**config.mk**
```make
export PLATFORM = sky130hd
export DESIGN_NAME = axis_sync_fifo
export DESIGN_NICKNAME = d
export VERILOG_FILES = /design/src/rtl/axis_pkg.sv /design/src/rtl/axis_fifo_ram.sv /design/src/rtl/axis_sync_fifo.sv
export SDC_FILE = /design/constraint.sdc
export NUM_CORES = 1
export LEC_CHECK = 0
export BUFFER_PORTS_ARGS = -buffer_cell sky130_fd_sc_hd__buf_2
export CORE_MARGIN = 2
export CORE_UTILIZATION = 36
export CTS_CLUSTER_DIAMETER = 50
export CTS_CLUSTER_SIZE = 8
export DETAILED_ROUTE_END_ITERATION = 7
export GPL_TIMING_DRIVEN = 0
export PLACE_DENSITY_LB_ADDON = 0.12
export SLEW_MARGIN = 20
export SYNTH_ARGS = -nofsm -noshare
export SYNTH_HDL_FRONTEND = slang
export SYNTH_SLANG_ARGS = --single-unit
```
**constraint.sdc**
```tcl
create_clock -name aclk -period 7.24 [get_ports aclk]
set_input_delay 0.724 -clock aclk [delete_from_list [all_inputs] [get_ports aclk]]
set_output_delay 0.724 -clock aclk [all_outputs]
set_load 0.05 [all_outputs]
```
**src/rtl/axis_pkg.sv**
```systemverilog
// Shared AXI4-Stream FIFO definitions: default sideband widths and packed-word sizing.
// Latency: n/a (package only).
// Backpressure: n/a (package only).
package axis_pkg;

    localparam int AXIS_DATA_W_DEF = 32;
    localparam int AXIS_ID_W_DEF   = 1;
    localparam int AXIS_DEST_W_DEF = 1;
    localparam int AXIS_USER_W_DEF = 1;

    // One stored word holds the whole beat: tdata, tstrb, tkeep, tlast, tid, tdest, tuser.
    function automatic int axis_word_w(input int data_w, input int id_w,
                                       input int dest_w, input int user_w);
        return data_w + 2 * (data_w / 8) + 1 + id_w + dest_w + user_w;
    endfunction

endpackage

```
**src/rtl/axis_fifo_ram.sv**
```systemverilog
// Simple dual-port beat storage: one synchronous write port, one asynchronous read port.
// Latency: write visible on the read port the cycle after the write edge.
// Backpressure: none; the caller guarantees it never overwrites unread entries.
module axis_fifo_ram #(
    parameter int WIDTH = 8,
    parameter int DEPTH = 16
) (
    input  logic                     clk_i,
    input  logic                     we_i,
    input  logic [$clog2(DEPTH)-1:0] waddr_i,
    input  logic [WIDTH-1:0]         wdata_i,
    input  logic [$clog2(DEPTH)-1:0] raddr_i,
    output logic [WIDTH-1:0]         rdata_o
);

    // Storage is deliberately left unreset; the pointers define what is valid.
    logic [WIDTH-1:0] mem_q [DEPTH];

    // Capture the incoming word on a write strobe.
    always_ff @(posedge clk_i) begin
        if (we_i) begin
            mem_q[waddr_i] <= wdata_i;
        end
    end

    // Asynchronous read gives first-word-fall-through at the top level.
    assign rdata_o = mem_q[raddr_i];

endmodule

```
**src/rtl/axis_sync_fifo.sv**
```systemverilog
// Single-clock AXI4-Stream FIFO with fill level; AXIS_FIFO_PACKET_MODE_EN selects store-and-forward.
// Latency: beat pushed at edge N is valid on m_axis the cycle after N (FWFT), 1 beat/cycle sustained.
// Backpressure: registered s_axis_tready = !full, no ready-through-pop; m_axis payload held while stalled.
module axis_sync_fifo
    import axis_pkg::*;
#(
    parameter int DATA_W = AXIS_DATA_W_DEF,
    parameter int ID_W   = AXIS_ID_W_DEF,
    parameter int DEST_W = AXIS_DEST_W_DEF,
    parameter int USER_W = AXIS_USER_W_DEF,
    parameter int DEPTH  = 16
) (
    input  logic                      aclk,
    input  logic                      aresetn,

    input  logic                      s_axis_tvalid,
    output logic                      s_axis_tready,
    input  logic [DATA_W-1:0]         s_axis_tdata,
    input  logic [DATA_W/8-1:0]       s_axis_tstrb,
    input  logic [DATA_W/8-1:0]       s_axis_tkeep,
    input  logic                      s_axis_tlast,
    input  logic [ID_W-1:0]           s_axis_tid,
    input  logic [DEST_W-1:0]         s_axis_tdest,
    input  logic [USER_W-1:0]         s_axis_tuser,

    output logic                      m_axis_tvalid,
    input  logic                      m_axis_tready,
    output logic [DATA_W-1:0]         m_axis_tdata,
    output logic [DATA_W/8-1:0]       m_axis_tstrb,
    output logic [DATA_W/8-1:0]       m_axis_tkeep,
    output logic                      m_axis_tlast,
    output logic [ID_W-1:0]           m_axis_tid,
    output logic [DEST_W-1:0]         m_axis_tdest,
    output logic [USER_W-1:0]         m_axis_tuser,

    output logic [$clog2(DEPTH):0]    level,
    output logic                      full,
    output logic                      empty
`ifdef AXIS_FIFO_PACKET_MODE_EN
    ,
    output logic [$clog2(DEPTH):0]    pkt_count
`endif
);

    localparam int KEEP_W = DATA_W / 8;
    localparam int AW     = $clog2(DEPTH);
    localparam int LW     = AW + 1;
    localparam int WORD_W = axis_word_w(DATA_W, ID_W, DEST_W, USER_W);

    logic [AW-1:0]     wr_ptr_q, wr_ptr_d;
    logic [AW-1:0]     rd_ptr_q, rd_ptr_d;
    logic [LW-1:0]     level_q,  level_d;
    logic              rdy_q,    rdy_d;

    logic              push;
    logic              pop;
    logic              out_vld;
    logic [WORD_W-1:0] wr_word;
    logic [WORD_W-1:0] rd_word;
    logic [WORD_W-1:0] out_word;

    assign push = s_axis_tvalid && rdy_q;
    assign pop  = out_vld && m_axis_tready;

    // The whole beat travels as one word so sideband can never slip relative to data.
    assign wr_word = {s_axis_tdata, s_axis_tstrb, s_axis_tkeep, s_axis_tlast,
                      s_axis_tid, s_axis_tdest, s_axis_tuser};

    axis_fifo_ram #(
        .WIDTH (WORD_W),
        .DEPTH (DEPTH)
    ) u_ram (
        .clk_i   (aclk),
        .we_i    (push),
        .waddr_i (wr_ptr_q),
        .wdata_i (wr_word),
        .raddr_i (rd_ptr_q),
        .rdata_o (rd_word)
    );

    // Next pointers and level; simultaneous push and pop cancel on the level.
    always_comb begin
        wr_ptr_d = wr_ptr_q;
        rd_ptr_d = rd_ptr_q;
        level_d  = level_q;
        if (push) begin
            wr_ptr_d = wr_ptr_q + AW'(1);
        end
        if (pop) begin
            rd_ptr_d = rd_ptr_q + AW'(1);
        end
        case ({push, pop})
            2'b10:   level_d = level_q + LW'(1);
            2'b01:   level_d = level_q - LW'(1);
            default: level_d = level_q;
        endcase
        // Ready is computed from the next level so the register tracks !full exactly,
        // with no combinational path from m_axis_tready back to s_axis_tready.
        rdy_d = (level_d != LW'(DEPTH));
    end

    // Pointer, level and ready state; ready stays low throughout reset.
    always_ff @(posedge aclk or negedge aresetn) begin
        if (!aresetn) begin
            wr_ptr_q <= '0;
            rd_ptr_q <= '0;
            level_q  <= '0;
            rdy_q    <= 1'b0;
        end else begin
            wr_ptr_q <= wr_ptr_d;
            rd_ptr_q <= rd_ptr_d;
            level_q  <= level_d;
            rdy_q    <= rdy_d;
        end
    end

`ifdef AXIS_FIFO_PACKET_MODE_EN
    logic [LW-1:0] pkt_q, pkt_d;
    logic          push_last;
    logic          pop_last;

    // The tlast bit of the word under the read pointer sits just above the sideband fields.
    assign push_last = push && s_axis_tlast;
    assign pop_last  = pop && rd_word[ID_W + DEST_W + USER_W];

    // Count of complete packets held; a stored and a departing tlast in one cycle cancel.
    always_comb begin
        pkt_d = pkt_q;
        if (push_last && !pop_last) begin
            pkt_d = pkt_q + LW'(1);
        end else if (!push_last && pop_last) begin
            pkt_d = pkt_q - LW'(1);
        end
    end

    // Packet counter register, cleared so a reset discards any partial packet.
    always_ff @(posedge aclk or negedge aresetn) begin
        if (!aresetn) begin
            pkt_q <= '0;
        end else begin
            pkt_q <= pkt_d;
        end
    end

    // Release only whole packets, except when a packet larger than the FIFO has
    // filled it: then let it cut through so the stream cannot deadlock.
    assign out_vld   = (level_q != '0) && ((pkt_q != '0) || full);
    assign pkt_count = pkt_q;
`else
    // Cut-through: anything stored is presented immediately.
    assign out_vld = (level_q != '0);
`endif

    // Payload reads as zero whenever nothing is being presented.
    assign out_word = out_vld ? rd_word : '0;

    assign {m_axis_tdata, m_axis_tstrb, m_axis_tkeep, m_axis_tlast,
            m_axis_tid, m_axis_tdest, m_axis_tuser} = out_word;

    assign m_axis_tvalid = out_vld;
    assign s_axis_tready = rdy_q;
    assign level         = level_q;
    assign full          = (level_q == LW'(DEPTH));
    assign empty         = (level_q == '0);

    // Tie off the unused parameter-derived width to keep the byte-lane sizing explicit.
    logic [KEEP_W-1:0] keep_w_unused;
    assign keep_w_unused = s_axis_tkeep & s_axis_tstrb;
    logic unused_ok;
    assign unused_ok = &{1'b0, keep_w_unused};

endmodule

```
==> results.toml <==
[drt]
avgViaCountPerCell = 5.18
drc = 0
drt_iter0_drc = 964
routed_wl_microns = 67300
routedWlPerCell_microns = 27.8
dr.pass1.iters = 7
num_vias = 12500
drt.antenna.violating_nets = 0

[clock_network]
insertion_delay_ns = 0.64
clock_sinks = 718
post-cts-setup-buffers = 0
cts-buffers-inserted = 105
ctsHoldBuffers = 1
cts.path.max_buffers = 3
cts.reportedPaths.clkPinSlew_ns = 0.05
htreeDepth = 3
cts_tree = "built"
root_buffer = "clkbuf_16"
ctsResizeCount = 0

[die]
fp.dieH_microns = 281
ios = 101
num_rows = 101
core_area_sq_um = 75900
initial_core_util = 0.364
die_width_microns = 281
dieArea_sq_um = 79100

[timing]
finalSetupTns_ns = 0
skew_ns = 0.0218
post-route-min-period_ns = 4.64
hold_viol = 0
tightest_slew_ns = 1.13
maxSlewViolCount = 0
fmax_mhz = 215
post-route-period-util = 0.641
max-slew-margin-rel = 0.249
setup_ws_ns = 2.60
rsz0062_at_grt = "no"
setup_violations = 0

[power_and_ir_drop]
finalPower_w = 0.0145
switching_power_w = 0.00488
peakVddDrop_v = 0.000352
clkPwrFrac = 0.296
p_leak_nw = 10.5
p_int_w = 0.00964
swShare = 0.336
seqPwrFrac = 0.354
powerDensity_nw_per_um2 = 442
pwr-share-comb = 0.350

[worst_setup_path]
arrival_ns = 3.92
critPathLaunchType = "flip-flop"
reg2reg_depth = 10
r2r_slack_ns = 4.34
reg2reg_to = "s_axis_tready"
endpoint_kind = "primary output"
rr_startpoint = "level[2]"
required_ns = 6.52
critPathMaxFanout = 10
path_class = "reg2out"

[final_layout]
final_nets = 1404
fin_util = 0.432
area_growth_pct = 18.6
drive_above_1_share = 0.364

[placed_design]
io_buffers = 100
gp_congestion = 0.722
place_ws_ns = 3.19
detailed_place_hpwl_microns = 38600

[min_path]
worstHoldPathCells = 3
min_from = "s_axis_tvalid"
hp-class = "in2reg"
hold_path_end = "wr_ptr_q[2]"

[global_routing]
grt_max_degree = 32
grt_usage = 0.174
grt_pass1_wl_microns = 95900
antenna_found_initial = 8
grt_pass1_vias = 13500
grt_remaining_overflow = 0

[run_status]
outcome = "finished, final reports clean"

[logic_synthesis]
yosysUniqueCellTypes = 33
synth-edff-count = 704
yosysMostFrequentCell = "edfxtp_1"
ys_ff_latch = 718
yosys_most_used_dff = "edfxtp_1"
ys_top_cells_by_count = "edfxtp_1 (704), mux4_2 (218), and2_1 (56), clkbuf_1 (28)"
ys_warn_count = 0
syn-instance-count = 1125
synth_area_leaders = "edfxtp_1 (76%), mux4_2 (18%), and2_1 (1.3%)"
syn_area_per_cell_sq_um = 24.6
synthArstFlopShare = 0.0195
yosysTopAreaCellShare = 0.764
synthesis.area_sq_um = 27700
synth_area_leader_cell = "edfxtp_1"
ys_seq_area_frac = 0.777
postSynthNetCount = 1180

[flow_run]
maxCapViolCount = 0
[kinds of logic after synthesis]
| family | synth area share |
|---|---|
| adder cells (fa/ha/maj) | 0.00317 |
| AO/OA/AOI/OAI | 0.00271 |
| flip-flops | 0.777 |
| XOR/XNOR | 0.00412 |
| AND/OR/NAND/NOR | 0.0186 |
| buffers and inverters | 0.0130 |
| multiplexers | 0.181 |
[layout make-up]
| class | instances | area [sq um] |
|---|---|---|
| inverters | 4 | 15.0 |
| diodes | 2 | 5.00 |
| well taps | 1030 | 1290 |
| flip-flops and latches | 718 | 21500 |
| multi-input cells | 346 | 5860 |
| clock buffers | 127 | 2750 |
| clock inverters | 20 | 143 |
| plain buffers | 57 | 350 |
| fillers | 6465 | 43100 |
| repair buffers | 117 | 913 |
[state kept, by name, indices dropped and copies added, names as in the netlist]
signal         flops
level              5
rd_ptr_q           4
u_ram.mem_q      704
s_axis_tready      1
wr_ptr_q           4
[routing by layer]
| layer | wire length (microns) | part of all wire | up-vias | GRT usage |
|---|---|---|---|---|
| li1 | - | - | 5285 | - |
| met1 | 28500 | 0.42 | 6833 | 0.226 |
| met2 | 34600 | 0.51 | 295 | 0.297 |
| met3 | 2860 | 0.042 | 104 | 0.0338 |
| met4 | 1280 | 0.019 | 14 | 0.0483 |
| met5 | 82 | 0.0012 | - | 0 |
[per-stage QoR]
step	hold slack (ns)	cells	area, sq um
2_1_floorplan	0.428	1125	27700
3_3_place_gp	0.506	2255	29400
3_5_place_dp	0.542	2271	29900
4_1_cts	0.396	2419	32800
5_1_grt	0.411	2420	32800
6_report	0.427	2421	32800
[cell usage in the layout, fill, tap and decap left out, drive strengths merged, types with 3 or more instances in the layout]
cell,Yosys,layout
clkbuf,28,155
inv,4,7
a21oi,3,3
edfxtp,704,704
buf,29,145
xnor2,11,11
nand2,8,8
nand3,4,4
mux4,220,220
and2,56,56
and3,6,6
nor2,8,8
dfrtp,14,14
o21ai,4,4
ha,7,7
clkinv,0,16
mux2,4,4
[critical path: stages (launching register included)]
cell and delay [ns]:
dfrtp_1 0.34, clkbuf_1 0.34, buf_2 0.37, clkbuf_1 0.87, mux4_2 0.41, mux4_2 0.48, and2_1 0.23, buf_2 0.23
[worst max path at each step]
stage,start,to,slack [ns],cells after the start
final,rd_ptr_q[1],m_axis_tid,2.60,7
after global routing,rd_ptr_q[1],m_axis_tid,2.41,7
after floorplan,level[2],m_axis_tdata[23],4.01,6
after detailed placement,rd_ptr_q[1],m_axis_tid,3.19,7
after CTS,rd_ptr_q[1],m_axis_tid,2.49,7
after global placement,s_axis_tvalid,u_ram.mem_q[2][20],2.69,4
[power by group through the flow]
stage | clock (W) | combinational [W] | sequential (W)
after floorplan | 0 | 0.00357 | 0.00526
after global placement | 0 | 0.00510 | 0.00525
after detailed placement | 0 | 0.00523 | 0.00522
after CTS | 0.00440 | 0.00523 | 0.00515
after global routing | 0.00456 | 0.00539 | 0.00517
final | 0.00430 | 0.00508 | 0.00515
Power figures use the tool's default switching activity.
